$ cat config.mk
export PLATFORM = sky130hd
export DESIGN_NAME = seg7_shift_scanner
export DESIGN_NICKNAME = d
export VERILOG_FILES = /design/src/rtl/seg7_pkg.sv /design/src/rtl/seg7_phase_timer.sv /design/src/rtl/seg7_shift_scanner.sv
export SDC_FILE = /design/constraint.sdc
export NUM_CORES = 1
export LEC_CHECK = 0
export CAP_MARGIN = 20
export CORE_MARGIN = 2
export CORE_UTILIZATION = 32
export CTS_CLUSTER_SIZE = 24
export DETAILED_ROUTE_END_ITERATION = 12
export PLACE_DENSITY_LB_ADDON = 0.25
export SETUP_SLACK_MARGIN = 0.15
export SYNTH_ARGS = -nofsm -noshare
export SYNTH_HDL_FRONTEND = slang
export SYNTH_SLANG_ARGS = --single-unit
export TNS_END_PERCENT = 10
$ cat constraint.sdc
create_clock -name clk_i -period 1.8 [get_ports clk_i]
set_clock_uncertainty 0.15 [all_clocks]
set_input_delay 0.18 -clock clk_i [delete_from_list [all_inputs] [get_ports clk_i]]
set_output_delay 0.18 -clock clk_i [all_outputs]
set_load 0.01 [all_outputs]
$ cat src/rtl/seg7_pkg.sv
// Shared types and sizes for the seven-segment shift-register scanner.
package seg7_pkg;

  typedef enum logic [2:0] {
    ST_IDLE,
    ST_LOAD,
    ST_SHIFT,
    ST_LATCH,
    ST_DWELL
  } state_t;

  localparam int SHIFT_BITS = 16;
  localparam int NUM_DIGITS = 4;

endpackage

$ cat src/rtl/seg7_phase_timer.sv
// Loadable down-counter; done is high for one cycle, the last cycle of a loaded interval.
module seg7_phase_timer #(
  parameter int W = 4
) (
  input  logic         clk,
  input  logic         rst,
  input  logic         load,
  input  logic [W-1:0] load_val,
  output logic         done
);

  logic [W-1:0] cnt;

  always_ff @(posedge clk) begin
    if (rst) begin
      cnt <= '0;
    end else if (load) begin
      cnt <= load_val;
    end else if (cnt != '0) begin
      cnt <= cnt - W'(1);
    end
  end

  // Loading N yields N cycles with done in the last one; it then parks at zero.
  assign done = (cnt == W'(1));

endmodule

$ cat src/rtl/seg7_shift_scanner.sv
// Round-robin digit scanner feeding two daisy-chained 595 registers, one latch per digit.
//   state    | meaning
//   ST_IDLE  | waiting for enable_i
//   ST_LOAD  | capture decoder word for digit_o
//   ST_SHIFT | 16 serial bits out, MSB first
//   ST_LATCH | rclk_o high for CLK_DIV cycles
//   ST_DWELL | hold latched digit for DWELL cycles
module seg7_shift_scanner
  import seg7_pkg::*;
#(
  parameter int CLK_DIV = 2,
  parameter int DWELL   = 8
) (
  input  logic        clk_i,
  input  logic        rst_i,
  input  logic        enable_i,
  input  logic [15:0] data_i,
  output logic [1:0]  digit_o,
  output logic        ser_o,
  output logic        srclk_o,
  output logic        rclk_o,
  output logic        busy_o,
  output logic        frame_o
);

  localparam int TMR_MAX = (CLK_DIV > DWELL) ? CLK_DIV : DWELL;
  localparam int TMR_W   = $clog2(TMR_MAX + 1);
  localparam logic [TMR_W-1:0] DIV_LD   = TMR_W'(CLK_DIV);
  localparam logic [TMR_W-1:0] DWELL_LD = TMR_W'(DWELL);
  localparam logic [4:0]       LAST_BIT   = 5'(SHIFT_BITS - 1);
  localparam logic [1:0]       LAST_DIGIT = 2'(NUM_DIGITS - 1);

  state_t                state, state_d;
  logic [SHIFT_BITS-1:0] shreg, shreg_d;
  logic [4:0]            bit_cnt, bit_cnt_d;
  logic [1:0]            digit_q, digit_d;
  logic                  ser_q, ser_d;
  logic                  srclk_q, srclk_d;
  logic                  rclk_q, rclk_d;
  logic                  busy_q, busy_d;
  logic                  frame_q, frame_d;
  logic                  tmr_load;
  logic [TMR_W-1:0]      tmr_val;
  logic                  tmr_done;

  seg7_phase_timer #(.W(TMR_W)) u_timer (
    .clk      (clk_i),
    .rst      (rst_i),
    .load     (tmr_load),
    .load_val (tmr_val),
    .done     (tmr_done)
  );

  always_ff @(posedge clk_i) begin
    if (rst_i) begin
      state   <= ST_IDLE;
      shreg   <= '0;
      bit_cnt <= '0;
      digit_q <= '0;
      ser_q   <= 1'b0;
      srclk_q <= 1'b0;
      rclk_q  <= 1'b0;
      busy_q  <= 1'b0;
      frame_q <= 1'b0;
    end else begin
      state   <= state_d;
      shreg   <= shreg_d;
      bit_cnt <= bit_cnt_d;
      digit_q <= digit_d;
      ser_q   <= ser_d;
      srclk_q <= srclk_d;
      rclk_q  <= rclk_d;
      busy_q  <= busy_d;
      frame_q <= frame_d;
    end
  end

  // All outputs are registered copies of next-cycle values, so they line up with state.
  always_comb begin
    state_d   = state;
    shreg_d   = shreg;
    bit_cnt_d = bit_cnt;
    digit_d   = digit_q;
    ser_d     = ser_q;
    srclk_d   = srclk_q;
    rclk_d    = rclk_q;
    frame_d   = 1'b0;
    tmr_load  = 1'b0;
    tmr_val   = DIV_LD;

    case (state)
      ST_IDLE: begin
        if (enable_i) state_d = ST_LOAD;
      end
      ST_LOAD: begin
        shreg_d   = data_i;
        ser_d     = data_i[SHIFT_BITS-1];
        srclk_d   = 1'b0;
        bit_cnt_d = '0;
        tmr_load  = 1'b1;
        state_d   = ST_SHIFT;
      end
      ST_SHIFT: begin
        if (tmr_done) begin
          tmr_load = 1'b1;
          if (!srclk_q) begin
            srclk_d = 1'b1;
          end else begin
            srclk_d   = 1'b0;
            bit_cnt_d = bit_cnt + 5'd1;
            if (bit_cnt == LAST_BIT) begin
              rclk_d  = 1'b1;
              state_d = ST_LATCH;
            end else begin
              // Next bit appears only as the low phase begins.
              shreg_d = {shreg[SHIFT_BITS-2:0], 1'b0};
              ser_d   = shreg[SHIFT_BITS-2];
            end
          end
        end
      end
      ST_LATCH: begin
        if (tmr_done) begin
          rclk_d   = 1'b0;
          tmr_load = 1'b1;
          tmr_val  = DWELL_LD;
          state_d  = ST_DWELL;
        end
      end
      ST_DWELL: begin
        if (tmr_done) begin
          digit_d = (digit_q == LAST_DIGIT) ? 2'd0 : digit_q + 2'd1;
          frame_d = (digit_q == LAST_DIGIT);
          state_d = enable_i ? ST_LOAD : ST_IDLE;
        end
      end
      default: state_d = ST_IDLE;
    endcase

    busy_d = (state_d != ST_IDLE);
  end

  assign digit_o = digit_q;
  assign ser_o   = ser_q;
  assign srclk_o = srclk_q;
  assign rclk_o  = rclk_q;
  assign busy_o  = busy_q;
  assign frame_o = frame_q;

endmodule

==> flow_summary_export.csv, run 1 <==
group,metric,value,unit
yosys,ys.flop_type,"dfxtp_1",
sta,slew_violations,0,
finish,area_growth,45.2,%
die,core-area,5200,sq um
yosys,synth_xor_area_share,1.00,%
sta,final.period_utilization,99.1,%
critical_path,critPathKind,"reg -> reg",
yosys,synth_area,1750,sq um
outcome,status,"completed",
global_route,grt_pass1_vias,1578,
sta,finalHoldViolCount,0,
critical_path,cpPeakStageDelay,0.33,ns
power,leakage,0.920,nW
power,vdd.ir_drop.worst,515,uV
route,avgViaCountPerCell,5.15,
route,vias,1596,
critical_path,slowest_stage,"or3_1",
finish,mostFrequentLayoutCell,"dfxtp_1",
yosys,synth-simple-area-share,15.0,%
sta,setup_viol,0,
yosys,synth_area_leaders,"dfxtp_1, mux2i_1, a21oi_1",
route,wire_per_inst,13.8,um
critical_path,endpoint_kind,"flop",
placement,placed_cell_area,2250,sq um
critical_path,cp-start-kind,"flop",
placement,place.port_buffers,25,
hold_path,whs_path_depth,2,
critical_path,reg2reg_slack,0.02,ns
global_route,grt_pass1_wl,7360,um
sta,slew-limit-headroom,75.7,%
yosys,synth_top_family_by_area,"compound AO/OA/AOI/OAI gates",
critical_path,worstPathCellList,"inv_2, ha_4, nor3b_4, buf_6, buf_4, nand3_1, or3_1, a21oi_1",
hold_path,min_path_type,"reg -> reg",
critical_path,crit_required,1.87,ns
global_route,antenna_found_initial,0,
yosys,ys_ff_latch,34,
finish,nets,264,
route,drt_iter0_drc,63,
placement,dp_hpwl,2770,um
placement,gp_congestion,0.748,
finish,postLayoutCellArea,2540,sq um
yosys,synth_area_per_cell,9.26,sq um
route,first_pass_iters,4,
clock_tree,clock_latency,0.28,ns
critical_path,crit_path_max_fanout,4,
flow_run,maxCapViolations,0,
die,io_pins,26,
clock_tree,clockRootBuffer,"clkbuf_8",
power,finalPower,2.46,mW
yosys,synthMuxAreaShare,9.79,%
finish,final_cell_mix,"dfxtp_1, clkdlybuf4s50_1, buf_4",
clock_tree,clock_path_buffers,2,
die,die_area,6080,sq um
yosys,yosysUniqueCellTypes,43,
die,row_count,26,
clock_tree,cts.sinks,34,
global_route,grt_max_degree,19,
route,ant_nets,0,
finish,num-fill-cells,510,
sta,period_minus_slack,1.78,ns
yosys,synth_edf_count,0,
finish,antennaDiodeCount,0,
sta,fmax,0.561,GHz
yosys,synth_top_area_share,38.9,%
global_route,grtUsageTotal,15.0,%
die,die_h,78.0,um
clock_tree,cts_buffers,5,
clock_tree,cts_tree,"built",
route,routed_wl,4280,um
finish,drive_above_1_share,33.8,%
sta,rsz0062_at_grt,"true",
clock_tree,ctsHtreeMaxLevel,2,
yosys,syn_nets,214,
clock_tree,clk_pin_slew,0.07,ns
power,power_density,968,nW/um^2
yosys,ys_warn_count,0,
yosys,synthAdderAreaFrac,4.29,%
yosys,synth_area_leader_cell,"dfxtp_1",
route,drc,0,
critical_path,worstRegToRegCells,8,
die,die_w,78.0,um
critical_path,arrival,1.85,ns
yosys,synth_compound_area_share,24.8,%
yosys,syn_inst,189,
yosys,yosysSeqAreaShare,38.9,%
die,start_util,33.6,%
finish,utilization,48.8,%
sta,whs,0.322,ns
global_route,grt_overflow_total,0,
sta,worstMarginPinSlew,0.363,ns
yosys,ys_async_sr_fraction,0,%
[power breakdown]
group,leakage (nW),switching (mW),total [mW],internal [mW]
Combinational,0.591,0.434,0.977,0.544
Sequential,0.280,0.0685,0.903,0.834
Clock,0.0482,0.272,0.581,0.309
Total,0.920,0.775,2.46,1.69
[area by class of cell]
| cell class | instances | area (sq um) | area share (%) |
|---|---|---|---|
| timing repair buffer | 57 | 532 | 20.9 |
| sequential | 34 | 689 | 27.1 |
| clock buffer | 7 | 86.3 | 3.40 |
| inverter | 9 | 36.3 | 1.43 |
| clock inverter | 1 | 5.00 | 0.197 |
| tap | 70 | 87.6 | 3.44 |
| multi-input combinational | 132 | 1110 | 43.5 |
[per-stage QoR]
stage / instances / setup slack (ns) / setup TNS (ns)
finish: 310 / 0.0161 / 0
global route: 310 / -0.0995 / -0.774
CTS: 306 / -0.00703 / -0.00703
detailed placement: 293 / -0.0621 / -0.150
global placement: 293 / 0.00568 / 0
floorplan: 189 / -0.0642 / -0.592
[sequential cells by signal (all words and copies together), names as in the netlist]
| register | flops |
|---|---|
| bit_cnt | 5 |
| ser_o | 1 |
| u_timer.cnt | 4 |
| shreg | 15 |
| frame_o | 1 |
| digit_o | 2 |
| busy_o | 1 |
| rclk_o | 1 |
| srclk_o | 1 |
| state | 3 |
[timing repair]
| action | CTS | global route |
|---|---|---|
| setup endpoints to repair | 28 | 34 |
| gates resized for setup | 22 | 16 |
| hold buffers | 0 | 0 |
| gates cloned | 1 | 0 |
| buffers inserted | 4 | 4 |
| hold endpoints to repair | 0 | 0 |
| pin swaps | 4 | 15 |
[cells by family (layout without fill, tap and decap cells)]
| logic type | count (synthesis) | in the layout |
|---|---|---|
| AO/OA/AOI/OAI | 63 | 63 |
| multiplexers | 17 | 17 |
| adder cells (fa/ha/maj) | 6 | 6 |
| buffers and inverters | 23 | 74 |
| flip-flops | 34 | 34 |
| XOR/XNOR | 2 | 2 |
| AND/OR/NAND/NOR | 44 | 44 |
[final timing paths]
path | to | from
worst max register to register | digit_o[0] | u_timer.cnt[1]
worst min register to register | shreg[0] | shreg[0]
worst max-delay path | digit_o[0] | u_timer.cnt[1]
worst min-delay path | shreg[0] | shreg[0]
[cells in the mapped netlist (2+ instances only)]
master	count
nand3_1	7
nand2_1	6
a41oi_1	2
inv_1	8
and2_1	2
buf_2	3
ha_1	6
nor2b_1	3
a31oi_1	4
nand4_1	3
clkbuf_1	7
dfxtp_1	34
a211oi_2	9
nor3_1	4
or3_1	2
a21oi_1	24
nor2_1	3
mux2i_1	16
o21ai_0	10
buf_4	2
a211oi_1	7
nor3b_1	3
and3_1	4
[layer usage]
metal,vias to the layer above,global-route usage [%],routed length (um)
li1,806,-,-
met4,0,5.96,53
met3,6,3.95,115
met1,762,20.1,2120
met5,-,0,0
met2,22,22.9,1990
[critical path: cells and delay by family, from the launching register on]
| family | cells | cell delay [ns] |
|---|---|---|
| simple gates | 3 | 0.68 |
| flops | 1 | 0.32 |
| buf+inv | 3 | 0.32 |
| fa+ha+maj | 1 | 0.13 |
| compound gates | 1 | 0.12 |
(Power assumes the default switching activity.)
==> run 2: changes to the inputs <==
Settings changed: CORE_MARGIN 2 to default.
Clock period 1.8 ns to 1.89 ns, I/O delays scaled along.
==> flow_summary_export.csv, run 2 (same netlist as run 1, synthesis figures left out) <==
group,metric,value,unit
outcome,status,"completed",
critical_path,reg2reg_to,"shreg[6]",
placement,pre_cts_slack,0.00999,ns
route,wire_per_inst,13.6,um
critical_path,crit_required,1.96,ns
die,start_util,33.8,%
power,vdd.ir_drop.worst,536,uV
critical_path,crit_cells,8,
sta,rsz0062_at_grt,"true",
sta,worstMarginPinSlew,0.455,ns
finish,mostFrequentLayoutCell,"dfxtp_1",
sta,whs,0.328,ns
placement,dp.cells,290,
clock_tree,clk_pin_slew,0.08,ns
critical_path,arrival,1.90,ns
clock_tree,clock_path_buffers,2,
critical_path,cpPeakStageDelay,0.36,ns
finish,final_cell_mix,"dfxtp_1, clkdlybuf4s50_1, a21oi_1",
die,io_pins,26,
sta,setup_viol,0,
power,leakage,0.874,nW
global_route,grt_overflow_total,0,
finish,antennaDiodeCount,0,
global_route,grt_pass1_vias,1525,
power,power_density,906,nW/um^2
sta,fmax,0.545,GHz
global_route,antenna_found_initial,0,
sta,fin_ws,0.0548,ns
placement,gp_congestion,0.751,
critical_path,cp-start-kind,"flop",
finish,largest_reg_flops,15,
route,ant_nets,0,
die,row_count,26,
flow_run,maxCapViolations,0,
route,avgViaCountPerCell,5.26,
route,vias,1594,
route,drt_iter0_drc,67,
critical_path,cp-startpoint,"bit_cnt[1]",
die,die_area,5770,sq um
route,drc,0,
placement,place.port_buffers,25,
sta,slew-limit-headroom,69.4,%
critical_path,crit_family,"compound AO/OA/AOI/OAI gates",
clock_tree,cts.sinks,34,
global_route,grt_max_degree,18,
critical_path,crit_end,"shreg[6]",
hold_path,min_path_type,"reg -> reg",
placement,dp_hpwl,2760,um
finish,top_register,"shreg",
finish,drive_above_1_share,32.6,%
route,routed_wl,4140,um
route,first_pass_iters,4,
finish,fin_cells,303,
critical_path,worstPathCellList,"ha_4, and3_4, ha_4, inv_2, a41o_1, and2_4, buf_8, a211oi_2",
critical_path,crit_buf_inv,2,
power,finalPower,2.23,mW
global_route,grtUsageTotal,15.0,%
clock_tree,ctsHtreeMaxLevel,2,
finish,area_growth,40.5,%
sta,finalSetupTns,0,ns
critical_path,worstRegToRegCells,8,
sta,slew_violations,0,
critical_path,slowest_stage,"dfxtp_2",
critical_path,endpoint_kind,"flop",
finish,nets,257,
die,die_w,76.0,um
clock_tree,clockRootBuffer,"clkbuf_8",
clock_tree,cts_buffers,5,
critical_path,r2r-start,"bit_cnt[1]",
critical_path,crit_top_cell,"ha_4",
critical_path,critPathKind,"reg -> reg",
clock_tree,cts-hold-fix-buffers,0,
sta,period_minus_slack,1.84,ns
finish,num-fill-cells,482,
global_route,grt_pass1_wl,7030,um
sta,final.period_utilization,97.1,%
die,core-area,5170,sq um
critical_path,reg2reg_slack,0.05,ns
sta,finalHoldViolCount,0,
clock_tree,clock_latency,0.29,ns
finish,reg_top3,"shreg: 15 flops, bit_cnt: 5 flops, u_timer.cnt: 4 flops",
critical_path,crit_path_max_fanout,8,
die,die_h,76.0,um
clock_tree,cts_tree,"built",
-- run 2: per-layer routing --
layer	GRT usage (%)	up-vias	part of all wire, %
li1	-	786	-
met1	19.9	769	48
met2	23.1	31	46
met3	3.01	8	3.4
met4	7.69	0	2.4
met5	0	-	0
-- run 2: metrics by stage --
stage / utilization [%] / cell area, sq um
CTS: 46.7 / 2410
detailed placement: 42.5 / 2200
global placement: 42.5 / 2200
global route: 47.6 / 2460
finish: 47.6 / 2460
floorplan: - / 1790
-- run 2: where the power goes --
part           switching [mW]  internal (mW)
combinational           0.377          0.424
sequential             0.0589          0.795
clock                   0.280          0.293
-- run 2: how the worst min path moves through the flow --
| stage | start | end | cells past startpoint |
|---|---|---|---|
| after global routing | data_i[0] | shreg[0] | 3 |
| after global placement | shreg[0] | shreg[0] | 2 |
| after CTS | shreg[0] | shreg[0] | 2 |
| after detailed placement | shreg[0] | shreg[0] | 2 |
| final | bit_cnt[4] | bit_cnt[4] | 2 |
| after floorplan | rst_i | state[2] | 1 |
-- run 2: layout make-up --
class | count | area [sq um] | share of cell area [%]
Sequential cell | 34 | 687 | 27.9
Timing Repair Buffer | 50 | 462 | 18.8
Inverter | 9 | 33.8 | 1.37
Tap cell | 70 | 87.6 | 3.56
Clock inverter | 2 | 12.5 | 0.509
Multi-Input combinational cell | 132 | 1090 | 44.5
Clock buffer | 6 | 82.6 | 3.36
-- run 2: repair_timing --
item	4_1_cts	5_1_grt
endpoints found under the setup margin	20	26
buffers inserted	4	0
cloned	1	0
gates resized for setup	20	15
pin swaps	1	3
-- run 2: worst min-delay path, stage by stage, from the launching register on --
cell	delay, ns
dfxtp_1	0.31
o21ai_0	0.06
a21oi_1	0.06
==> run 3: changes to the inputs <==
Settings changed: DONT_BUFFER_PORTS from default to 1.
==> flow_summary_export.csv, run 3 (same netlist as run 1, synthesis figures left out) <==
group,metric,value,unit
placement,place.port_buffers,0,
die,start_util,33.8,%
sta,finalHoldViolCount,0,
critical_path,crit_required,1.95,ns
die,die_h,76.0,um
critical_path,cp-start-kind,"flop",
sta,rsz0062_at_grt,"true",
global_route,grt_pass1_vias,1445,
clock_tree,ctsHtreeMaxLevel,2,
placement,pre_cts_slack,0.0206,ns
global_route,grt_overflow_total,0,
finish,nets,243,
finish,largest_reg_flops,15,
finish,reg_top3,"shreg: 15 flops, bit_cnt: 5 flops, u_timer.cnt: 4 flops",
placement,dp_hpwl,2690,um
critical_path,r2r-start,"u_timer.cnt[1]",
clock_tree,cts_buffers,5,
route,first_pass_iters,4,
die,die_w,76.0,um
die,die_area,5770,sq um
placement,placed_cell_area,1970,sq um
route,avgViaCountPerCell,5.32,
finish,multiInputGateArea,1120,sq um
critical_path,slowest_stage,"or4_1",
sta,final.period_utilization,96.6,%
clock_tree,clock_latency,0.28,ns
finish,register_area,686,sq um
clock_tree,cts.sinks,34,
sta,slew-limit-headroom,71.8,%
power,leakage,0.831,nW
clock_tree,clk_pin_slew,0.07,ns
critical_path,critPathKind,"reg -> reg",
power,finalPower,2.15,mW
critical_path,worstPathCellList,"inv_2, ha_4, nor3b_4, buf_6, nand4_1, or4_1, a31oi_1",
flow_run,maxCapViolations,0,
route,drc,0,
critical_path,reg2reg_to,"bit_cnt[3]",
global_route,antenna_found_initial,0,
placement,gp_congestion,0.756,
critical_path,cpPeakStageDelay,0.49,ns
clock_tree,clockRootBuffer,"clkbuf_8",
power,power_density,920,nW/um^2
critical_path,crit_path_max_fanout,5,
finish,antennaDiodeCount,0,
finish,postLayoutCellArea,2340,sq um
clock_tree,clock_path_buffers,2,
critical_path,worstRegToRegCells,7,
critical_path,reg2reg_slack,0.06,ns
global_route,grt_max_degree,33,
sta,slew_violations,0,
sta,setup_viol,0,
critical_path,crit_end,"bit_cnt[3]",
finish,final_cell_mix,"dfxtp_1, buf_4, a21oi_1",
finish,mostFrequentLayoutCell,"dfxtp_1",
sta,whs,0.0213,ns
clock_tree,cts_tree,"built",
sta,worstMarginPinSlew,0.419,ns
route,vias,1533,
finish,area_growth,33.5,%
sta,fin_ws,0.0648,ns
die,core-area,5170,sq um
global_route,grtUsageTotal,14.7,%
critical_path,arrival,1.89,ns
sta,fmax,0.548,GHz
sta,period_minus_slack,1.83,ns
hold_path,min_path_type,"in -> reg",
critical_path,cp-startpoint,"u_timer.cnt[1]",
finish,utilization,45.2,%
die,io_pins,26,
die,row_count,26,
finish,drive_above_1_share,37.2,%
finish,top_register,"shreg",
critical_path,endpoint_kind,"flop",
route,routed_wl,4380,um
outcome,status,"completed",
route,wire_per_inst,15.2,um
route,ant_nets,0,
power,vdd.ir_drop.worst,460,uV
finish,num-fill-cells,500,
route,drt_iter0_drc,74,
global_route,grt_pass1_wl,6840,um
run 3: cell types whose count changed in the layout (fill, tap and decap cells not counted), moves of 2 or more:
cell / before / now
clkdlybuf4s50_1: 25 / 0
dlygate4sd3_1: 0 / 7
buf_6: 3 / 6
o21ai_0: 10 / 7
o21ai_1: 0 / 3
buf_12: 0 / 2
buf_4: 19 / 21
buf_8: 2 / 0
run 3: worst min path at each step:
stage	from	to	slack, ns	cells after the start
final	data_i[11]	shreg[11]	0.02	2
after global routing	data_i[9]	shreg[9]	0.02	2
after CTS	data_i[2]	shreg[2]	0.007	2
after detailed placement	rst_i	bit_cnt[1]	0.11	1
after global placement	rst_i	bit_cnt[1]	0.11	1
after floorplan	rst_i	state[2]	0.12	1
run 3: final cells by class:
type,instances,share of cell area [%]
multi-input cells,132,47.8
flip-flops and latches,34,29.3
repair buffers,36,14.3
inverters,9,1.45
clock buffers,5,2.94
clock inverters,2,0.428
well taps,70,3.75
run 3: power breakdown:
group | switching (mW) | internal, mW | total (mW)
Sequential | 0.0672 | 0.796 | 0.863
Combinational | 0.368 | 0.418 | 0.786
Clock | 0.255 | 0.247 | 0.502
Total | 0.690 | 1.46 | 2.15
run 3: routing by layer:
metal / share of wire [%] / vias up / global-route usage [%]
met4: 2.6 / 0 / 6.15
met5: 0 / - / 0
li1: - / 763 / -
met1: 48 / 728 / 19.5
met3: 3.8 / 9 / 3.98
met2: 46 / 33 / 22.5
run 3: repair_timing:
action	CTS	global route
setup buffers	3	3
hold buffers	8	0
endpoints found under the hold margin	33	0
pin swaps	1	15
resized for setup	3	37
gates cloned	1	0
setup endpoints to repair	19	29
run 3: metrics by stage:
stage / std cells / setup TNS, ns
floorplan: 189 / 0
global placement: 266 / 0
detailed placement: 266 / 0
CTS: 285 / 0
global route: 288 / -0.0483
finish: 288 / 0
run 3: critical path: cells and delay by family, from the launching register on:
family	cells	cell delay (ns)
fa+ha+maj	1	0.12
buf+inv	2	0.21
compound gates	1	0.17
simple gates	3	0.80
flops	1	0.33
